### config.mk
export PLATFORM = sky130hd
export DESIGN_NAME = sm_dm_arbiter
export DESIGN_NICKNAME = d
export VERILOG_FILES = /design/src/rtl/sm_dm_arbiter_pkg.sv /design/src/rtl/sm_dm_arbiter_rr_pick2.sv /design/src/rtl/sm_dm_arbiter.sv
export SDC_FILE = /design/constraint.sdc
export NUM_CORES = 1
export LEC_CHECK = 0
export CAP_MARGIN = 20
export CORE_AREA = 10 10 106 108
export DETAILED_ROUTE_END_ITERATION = 7
export DIE_AREA = 0 0 116 118
export PLACE_DENSITY = 0.71
export SLEW_MARGIN = 5
export SYNTH_ARGS = -nofsm -noshare
export SYNTH_HDL_FRONTEND = slang
export SYNTH_SLANG_ARGS = --single-unit
### constraint.sdc
create_clock -name clk -period 2.8 [get_ports clk]
set_input_delay 0.28 -clock clk [delete_from_list [all_inputs] [get_ports clk]]
set_output_delay 0.28 -clock clk [all_outputs]
set_load 0.01 [all_outputs]
### src/rtl/sm_dm_arbiter_pkg.sv
// Shared definitions for the data-memory arbiter: grant state encoding and
// lock counter width.
package sm_dmarb_pkg;

  typedef enum logic [1:0] {
    IDLE = 2'b00,
    GNT0 = 2'b01,
    GNT1 = 2'b10
  } dmarb_state_e;

  localparam int unsigned LOCK_CW = 4;

endpackage

### src/rtl/sm_dm_arbiter_rr_pick2.sv
// Combinational two-way round-robin picker. On a tie the requester that did
// not own the resource last wins; otherwise the sole requester is picked.
module sm_rr_pick2 (
  input  logic [1:0] req_i,
  input  logic       lastOwner_i,
  output logic       valid_o,
  output logic       pick_o
);

  // Tie goes to the opposite of the last owner; pick_o=1 selects requester 1.
  always_comb begin
    valid_o = |req_i;
    pick_o  = (req_i == 2'b11) ? ~lastOwner_i : req_i[1];
  end

endmodule

### src/rtl/sm_dm_arbiter.sv
// Two-core data-memory arbiter: round-robin shares one single-port RAM
// (sync write, async read) between two cpu data ports with a req/ready
// handshake. Optional bus lock enabled by defining SM_DMARB_LOCK_EN.
import sm_dmarb_pkg::*;

module sm_dm_arbiter #(
  parameter int AW       = 32,
  parameter int DW       = 32,
  parameter int LOCK_MAX = 4
) (
  input  logic          clk,
  input  logic          rst,
  input  logic          c0Req,
  input  logic          c0We,
  input  logic [AW-1:0] c0Addr,
  input  logic [DW-1:0] c0WData,
  output logic [DW-1:0] c0RData,
  output logic          c0Ready,
  input  logic          c1Req,
  input  logic          c1We,
  input  logic [AW-1:0] c1Addr,
  input  logic [DW-1:0] c1WData,
  output logic [DW-1:0] c1RData,
  output logic          c1Ready,
`ifdef SM_DMARB_LOCK_EN
  input  logic          c0Lock,
  input  logic          c1Lock,
`endif
  output logic [AW-1:0] mAddr,
  output logic          mWe,
  output logic [DW-1:0] mWData,
  input  logic [DW-1:0] mRData
);

  if (LOCK_MAX < 1 || LOCK_MAX > (2 ** LOCK_CW) - 1) begin : g_bad_lock_max
    $error("sm_dm_arbiter: LOCK_MAX out of range");
  end

  dmarb_state_e state_q, state_d;
  logic         lastOwner_q, lastOwner_d;
  logic         pickValid, pickSel;
  logic         hold0, hold1;

`ifdef SM_DMARB_LOCK_EN
  logic [LOCK_CW-1:0] lockCnt_q, lockCnt_d;

  // A lock keeps the grant only until the hold budget is used up.
  always_comb begin
    hold0 = c0Lock && (lockCnt_q < LOCK_CW'(LOCK_MAX - 1));
    hold1 = c1Lock && (lockCnt_q < LOCK_CW'(LOCK_MAX - 1));
  end
`else
  // Without the lock feature a grant never extends past one cycle.
  always_comb begin
    hold0 = 1'b0;
    hold1 = 1'b0;
  end
`endif

  sm_rr_pick2 u_pick (
    .req_i       ({c1Req, c0Req}),
    .lastOwner_i (lastOwner_q),
    .valid_o     (pickValid),
    .pick_o      (pickSel)
  );

  // Grant state, round-robin history and lock counter.
  always_ff @(posedge clk or posedge rst) begin
    if (rst) begin
      state_q     <= IDLE;
      lastOwner_q <= 1'b1;
`ifdef SM_DMARB_LOCK_EN
      lockCnt_q   <= '0;
`endif
    end else begin
      state_q     <= state_d;
      lastOwner_q <= lastOwner_d;
`ifdef SM_DMARB_LOCK_EN
      lockCnt_q   <= lockCnt_d;
`endif
    end
  end

  // Next-state: the current owner's own request is ignored on exit, so it
  // has to win arbitration again from IDLE or via the other core's grant.
  always_comb begin
    state_d     = state_q;
    lastOwner_d = lastOwner_q;
`ifdef SM_DMARB_LOCK_EN
    lockCnt_d   = lockCnt_q;
`endif
    unique case (state_q)
      IDLE: begin
        if (pickValid) begin
          state_d = pickSel ? GNT1 : GNT0;
        end
`ifdef SM_DMARB_LOCK_EN
        lockCnt_d = '0;
`endif
      end
      GNT0: begin
        if (hold0) begin
          state_d = GNT0;
`ifdef SM_DMARB_LOCK_EN
          lockCnt_d = lockCnt_q + 1'b1;
`endif
        end else begin
          lastOwner_d = 1'b0;
          state_d     = c1Req ? GNT1 : IDLE;
`ifdef SM_DMARB_LOCK_EN
          lockCnt_d   = '0;
`endif
        end
      end
      GNT1: begin
        if (hold1) begin
          state_d = GNT1;
`ifdef SM_DMARB_LOCK_EN
          lockCnt_d = lockCnt_q + 1'b1;
`endif
        end else begin
          lastOwner_d = 1'b1;
          state_d     = c0Req ? GNT0 : IDLE;
`ifdef SM_DMARB_LOCK_EN
          lockCnt_d   = '0;
`endif
        end
      end
      default: state_d = IDLE;
    endcase
  end

  // Memory and core-side outputs are decoded purely from the grant state.
  always_comb begin
    mAddr   = '0;
    mWData  = '0;
    mWe     = 1'b0;
    c0Ready = 1'b0;
    c1Ready = 1'b0;
    c0RData = '0;
    c1RData = '0;
    unique case (state_q)
      GNT0: begin
        mAddr   = c0Addr;
        mWData  = c0WData;
        mWe     = c0Req & c0We;
        c0Ready = c0Req;
        c0RData = mRData;
      end
      GNT1: begin
        mAddr   = c1Addr;
        mWData  = c1WData;
        mWe     = c1Req & c1We;
        c1Ready = c1Req;
        c1RData = mRData;
      end
      default: ;
    endcase
  end

endmodule

# == After elaboration in Yosys (flattened, before gate mapping) ==
# Cells that the tools add are included.
# classes
n_bitwise,3
eq_ne,4
reduce_logical,3
mux,14
# op_table
op,n
one-hot mux 32 bit (2 select lines),2
2-to-1 mux 32 bit,2
2-to-1 mux 2 bit,3
one-hot mux 2 bit (3 select lines),1
== test 2 bit (second input constant),2
2-to-1 mux 1 bit,4
one-hot mux 1 bit (2 select lines),2
AND 1 bit,2
== test 2 x 1 -> 1 bit (second input constant),1
zero test 2 bit,1
!= test 2 bit (second input constant),1
nonzero test 2 bit,1
OR reduction 2 bit,1
NOT 1 bit,1
# totals
output_inout_bits,131
inputBits,166
word_cells,26
ff_bits,3

# == Longest topological paths before layout ==
# Gate-level depths: netlist (run 1).
# depth
ltp_word,5
depth_mapped,6
mapped_depth_nobuf,5

# == By module ==
# A second synthesis (run 1) with hierarchy kept.
# unflattened
cells_unflattened,178
area_unflattened_um2,1441.4
# modules_own_cells
module,area_per_inst_um2,n_inst,cells_each
sm_dm_arbiter,1427.6,1,176
sm_rr_pick2,13.8,1,2

# == Worst setup path before layout (run 1) ==
# OpenSTA, ideal clock, no wires.
# synth_timing
path_type,register to output
start,register state_q[0]
end,output mAddr[0]
arrival_ps,1448
stages_incl_launch_ff,7
path_slack_ps,1072
cell_sequence,dfrtp_1 > inv_1 > ha_1 > and2_4 > buf_6 > buf_6 > a22o_1
# synth_via
elab_chain_len,2
# synth_lines
element,line_no,source
from (decl),sm_dm_arbiter.sv:39,"dmarb_state_e state_q, state_d;"
from (signal assigned),sm_dm_arbiter.sv:76,state_q <= state_d;
== test 2 bit or == test 2 x 1 -> 1 bit (tied branches),sm_dm_arbiter.sv:142,unique case (state_q)
one-hot mux 32 bit (2 select lines) (*),sm_dm_arbiter.sv:142,
to (decl),sm_dm_arbiter.sv:29,"output logic [AW-1:0] mAddr,"
# Every way passes the cells marked *; elsewhere a longest branch is shown, timed or not.

# == Worst setup path in the final report (run 1) ==
# layout_timing
start,register state_q[1]
end,output mAddr[10]
# Same word-level chain as after synthesis.

==> impl_metrics.json, run 1 <==
{
  "hold_viol_final": 0,
  "power-per-cell-area_nw_per_um2": 663,
  "cts_num_sinks": 3,
  "netlist.area_leader.share": 0.381,
  "synth_area_leaders": "a22o_1 (38%), and2_1 (27%), buf_12 (9.5%)",
  "setup_violations": 0,
  "syn_area_per_cell_um2": 8.26,
  "diodes": 0,
  "rows": 35,
  "placed_cells": 571,
  "overflow": 0,
  "drtPass1Iterations": 4,
  "crit_chain": "inv_1 -> ha_1 -> and2_4 -> buf_12 -> a22o_1 -> clkdlybuf4s50_1",
  "grt_pass1_vias": 2732,
  "period_needed_ps": 2640,
  "synth_seq_cells": 3,
  "ctsHoldBuffers": 0,
  "first_iter_violations": 128,
  "slowest_stage": "clkdlybuf4s50_1",
  "io_pins": 297,
  "viasPerCell": 4.35,
  "max_cap_violations": 0,
  "drive_above_1_share": 0.0345,
  "syn-cell-area_um2": 1470,
  "synth_seq_area_share": 0.0519,
  "timing.fmax_mhz": 378,
  "cpPeakStageDelay_ps": 540,
  "path_delay_family": "buffers and inverters",
  "grt_antenna_before_repair": 0,
  "fin_worst_skew_ps": 0.515,
  "grt-busiest-layer": "met2",
  "power_frac_seq": 0.030,
  "p_sw_w": 0.00117,
  "yosysUniqueCellTypes": 18,
  "synth-warning-count": 0,
  "ant_nets": 0,
  "rr_worst_depth": 5,
  "r2r-start": "state_q[1]",
  "clockBufferDepth": 2,
  "grt_util_met3": 0.0897,
  "slew_headroom": 0.818,
  "postRouteWirelength_um": 11400,
  "rsz0062_at_grt": "false",
  "die_area_um2": 13700,
  "p_leak_nw": 1.69,
  "cts_buffers": 3,
  "cts_max_level": 1,
  "gp_congestion": 0.870,
  "critical_path_class": "reg2out",
  "place.port_buffers": 296,
  "synth_most_common_cell": "a22o_1",
  "final_cells": 575,
  "synth_cells": 178,
  "vdd_drop_max_uv": 486,
  "start_util": 0.161,
  "min_path_type": "in2async",
  "slew_violations": 0,
  "synth-edff-count": 0,
  "cts.clk_slew.worst_paths_ps": 30,
  "rrSetupSlack_ps": 1340,
  "n_fill_cell": 850,
  "insertion_delay_ps": 210,
  "cts_root_buffer": "clkbuf_8",
  "drc": 0,
  "wl_per_cell_um": 19.9,
  "finalInstanceArea_um2": 4450,
  "status": "finished, final reports clean",
  "cts_tree": "done",
  "end_kind": "output port",
  "dpl_cell_area_um2": 4400,
  "synth-main-ff-cell": "dfrtp_1",
  "coreArea_um2": 9110,
  "async_reset_ff_frac": 1.00,
  "num_vias": 2504,
  "met1_usage": 0.137,
  "cp_max_fo": 38,
  "internal-power_w": 0.00178,
  "syn_nets": 349,
  "finalCritPeriodShare": 0.944,
  "synthTopCellsByCount": "a22o_1 (64), and2_1 (63), buf_12 (7), buf_6 (7), clkbuf_1 (6)",
  "ctsResizeCount": 0,
  "start_kind": "flop",
  "cts_setup_buffers": 0,
  "worst_slew_pin_slew_ps": 273,
  "synth_top_area_cell": "a22o_1",
  "grt_pass1_wl_um": 16500,
  "nets": 636,
  "die_y_um": 118,
  "grt_usage": 0.151,
  "finalSetupTns_ps": 0,
  "worstPathRequired_ps": 2520,
  "timing.rr.end": "state_q[1]",
  "clock_power_share": 0.041,
  "netSwitchingFraction": 0.396,
  "hpwl_um": 10200,
  "crit_arrival_ps": 2360,
  "die_w_um": 116,
  "pwr-share-comb": 0.929,
  "holdWs_ps": 238,
  "crit_buf_inv": 3,
  "grt_max_degree": 46,
  "grt_use_met2": 0.279,
  "areaGrowthSynthToFinish_pct": 202
}
-- metal layers --
| layer | up-vias | part of all wire | routed length [um] |
|---|---|---|---|
| li1 | 1219 | - | - |
| met1 | 1088 | 0.33 | 3760 |
| met2 | 189 | 0.50 | 5730 |
| met3 | 8 | 0.16 | 1820 |
| met4 | 0 | 0.0098 | 112 |
| met5 | - | 0 | 0 |
-- how the worst max path moves through the flow --
stage	cells past startpoint	start	endpoint
floorplan	6	state_q[0]	mAddr[0]
global placement	6	state_q[1]	mWData[18]
detailed placement	6	state_q[1]	mAddr[10]
CTS	6	state_q[1]	mAddr[10]
global route	6	state_q[1]	mAddr[10]
finish	6	state_q[1]	mAddr[10]
-- worst register-to-register path: stages, from the launching register on --
cell     delay, ps
dfrtp_1        420
inv_1          100
ha_1           310
buf_4          290
a21oi_1         60
o21ai_0        180
-- state kept, by name, indices dropped and copies added (netlist names) --
register and flops:
state_q 2, lastOwner_q 1
-- kinds of logic (layout without fill, tap and decap cells) --
kind of cell	count (synthesis)	in the layout	share of synthesized area
mux	1	1	0.00766
flops	3	3	0.0519
fa+ha+maj	5	5	0.0426
simple gates	77	77	0.326
buf+inv	23	309	0.172
compound gates	69	69	0.400
-- per-stage QoR --
stage | setup slack, ps | util | total power (W)
after floorplan | 1070 | - | 0.00144
after global placement | 449 | 0.483 | 0.00284
after detailed placement | 356 | 0.483 | 0.00286
after CTS | 117 | 0.488 | 0.00300
after global routing | 38.4 | 0.488 | 0.00316
final | 157 | 0.488 | 0.00295
-- power by group through the flow --
stage | registers, W | clock network (W) | logic [W]
after CTS | 0.0000877 | 0.000126 | 0.00279
after global placement | 0.0000844 | 0 | 0.00275
after floorplan | 0.0000818 | 0 | 0.00136
after detailed placement | 0.0000877 | 0 | 0.00277
final | 0.0000873 | 0.000122 | 0.00274
after global routing | 0.0000900 | 0.000131 | 0.00294
-- area by class of cell --
cell class / instances / area, um2 / share of cell area
Timing Repair Buffer: 302 / 3030 / 0.682
Inverter: 3 / 11.3 / 0.00253
Clock buffer: 4 / 45.0 / 0.0101
Sequential cell: 3 / 76.3 / 0.0172
Multi-Input combinational cell: 152 / 1140 / 0.257
Tap cell: 111 / 139 / 0.0312
-- placed cells by master, fill, tap and decap left out --
cell / Yosys / routed
and2_2: 3 / 3
clkbuf_1: 6 / 1
nand2b_1: 3 / 3
a22o_1: 64 / 64
nand2_1: 5 / 5
dfstp_2: 1 / 1
and2_4: 2 / 2
nor3b_1: 1 / 1
inv_1: 3 / 3
dfrtp_1: 2 / 2
a21oi_1: 2 / 2
buf_4: 0 / 4
a21boi_0: 1 / 1
mux2_2: 1 / 1
and2_1: 63 / 63
buf_12: 7 / 2
clkbuf_8: 0 / 3
clkdlybuf4s50_1: 0 / 296
ha_1: 5 / 5
o21ai_0: 2 / 2
Power figures use the tool's default switching activity.
==> run 2, diff against run 1 <==
--- a/config.mk
+++ b/config.mk
@@ -5,7 +5,6 @@
 export SDC_FILE = /design/constraint.sdc
 export NUM_CORES = 1
 export LEC_CHECK = 0
-export CAP_MARGIN = 20
 export CORE_AREA = 10 10 106 108
 export DETAILED_ROUTE_END_ITERATION = 7
 export DIE_AREA = 0 0 116 118
==> results of run 2 <==
Same layout as run 1: the final DEF is identical, and so are final timing and power.
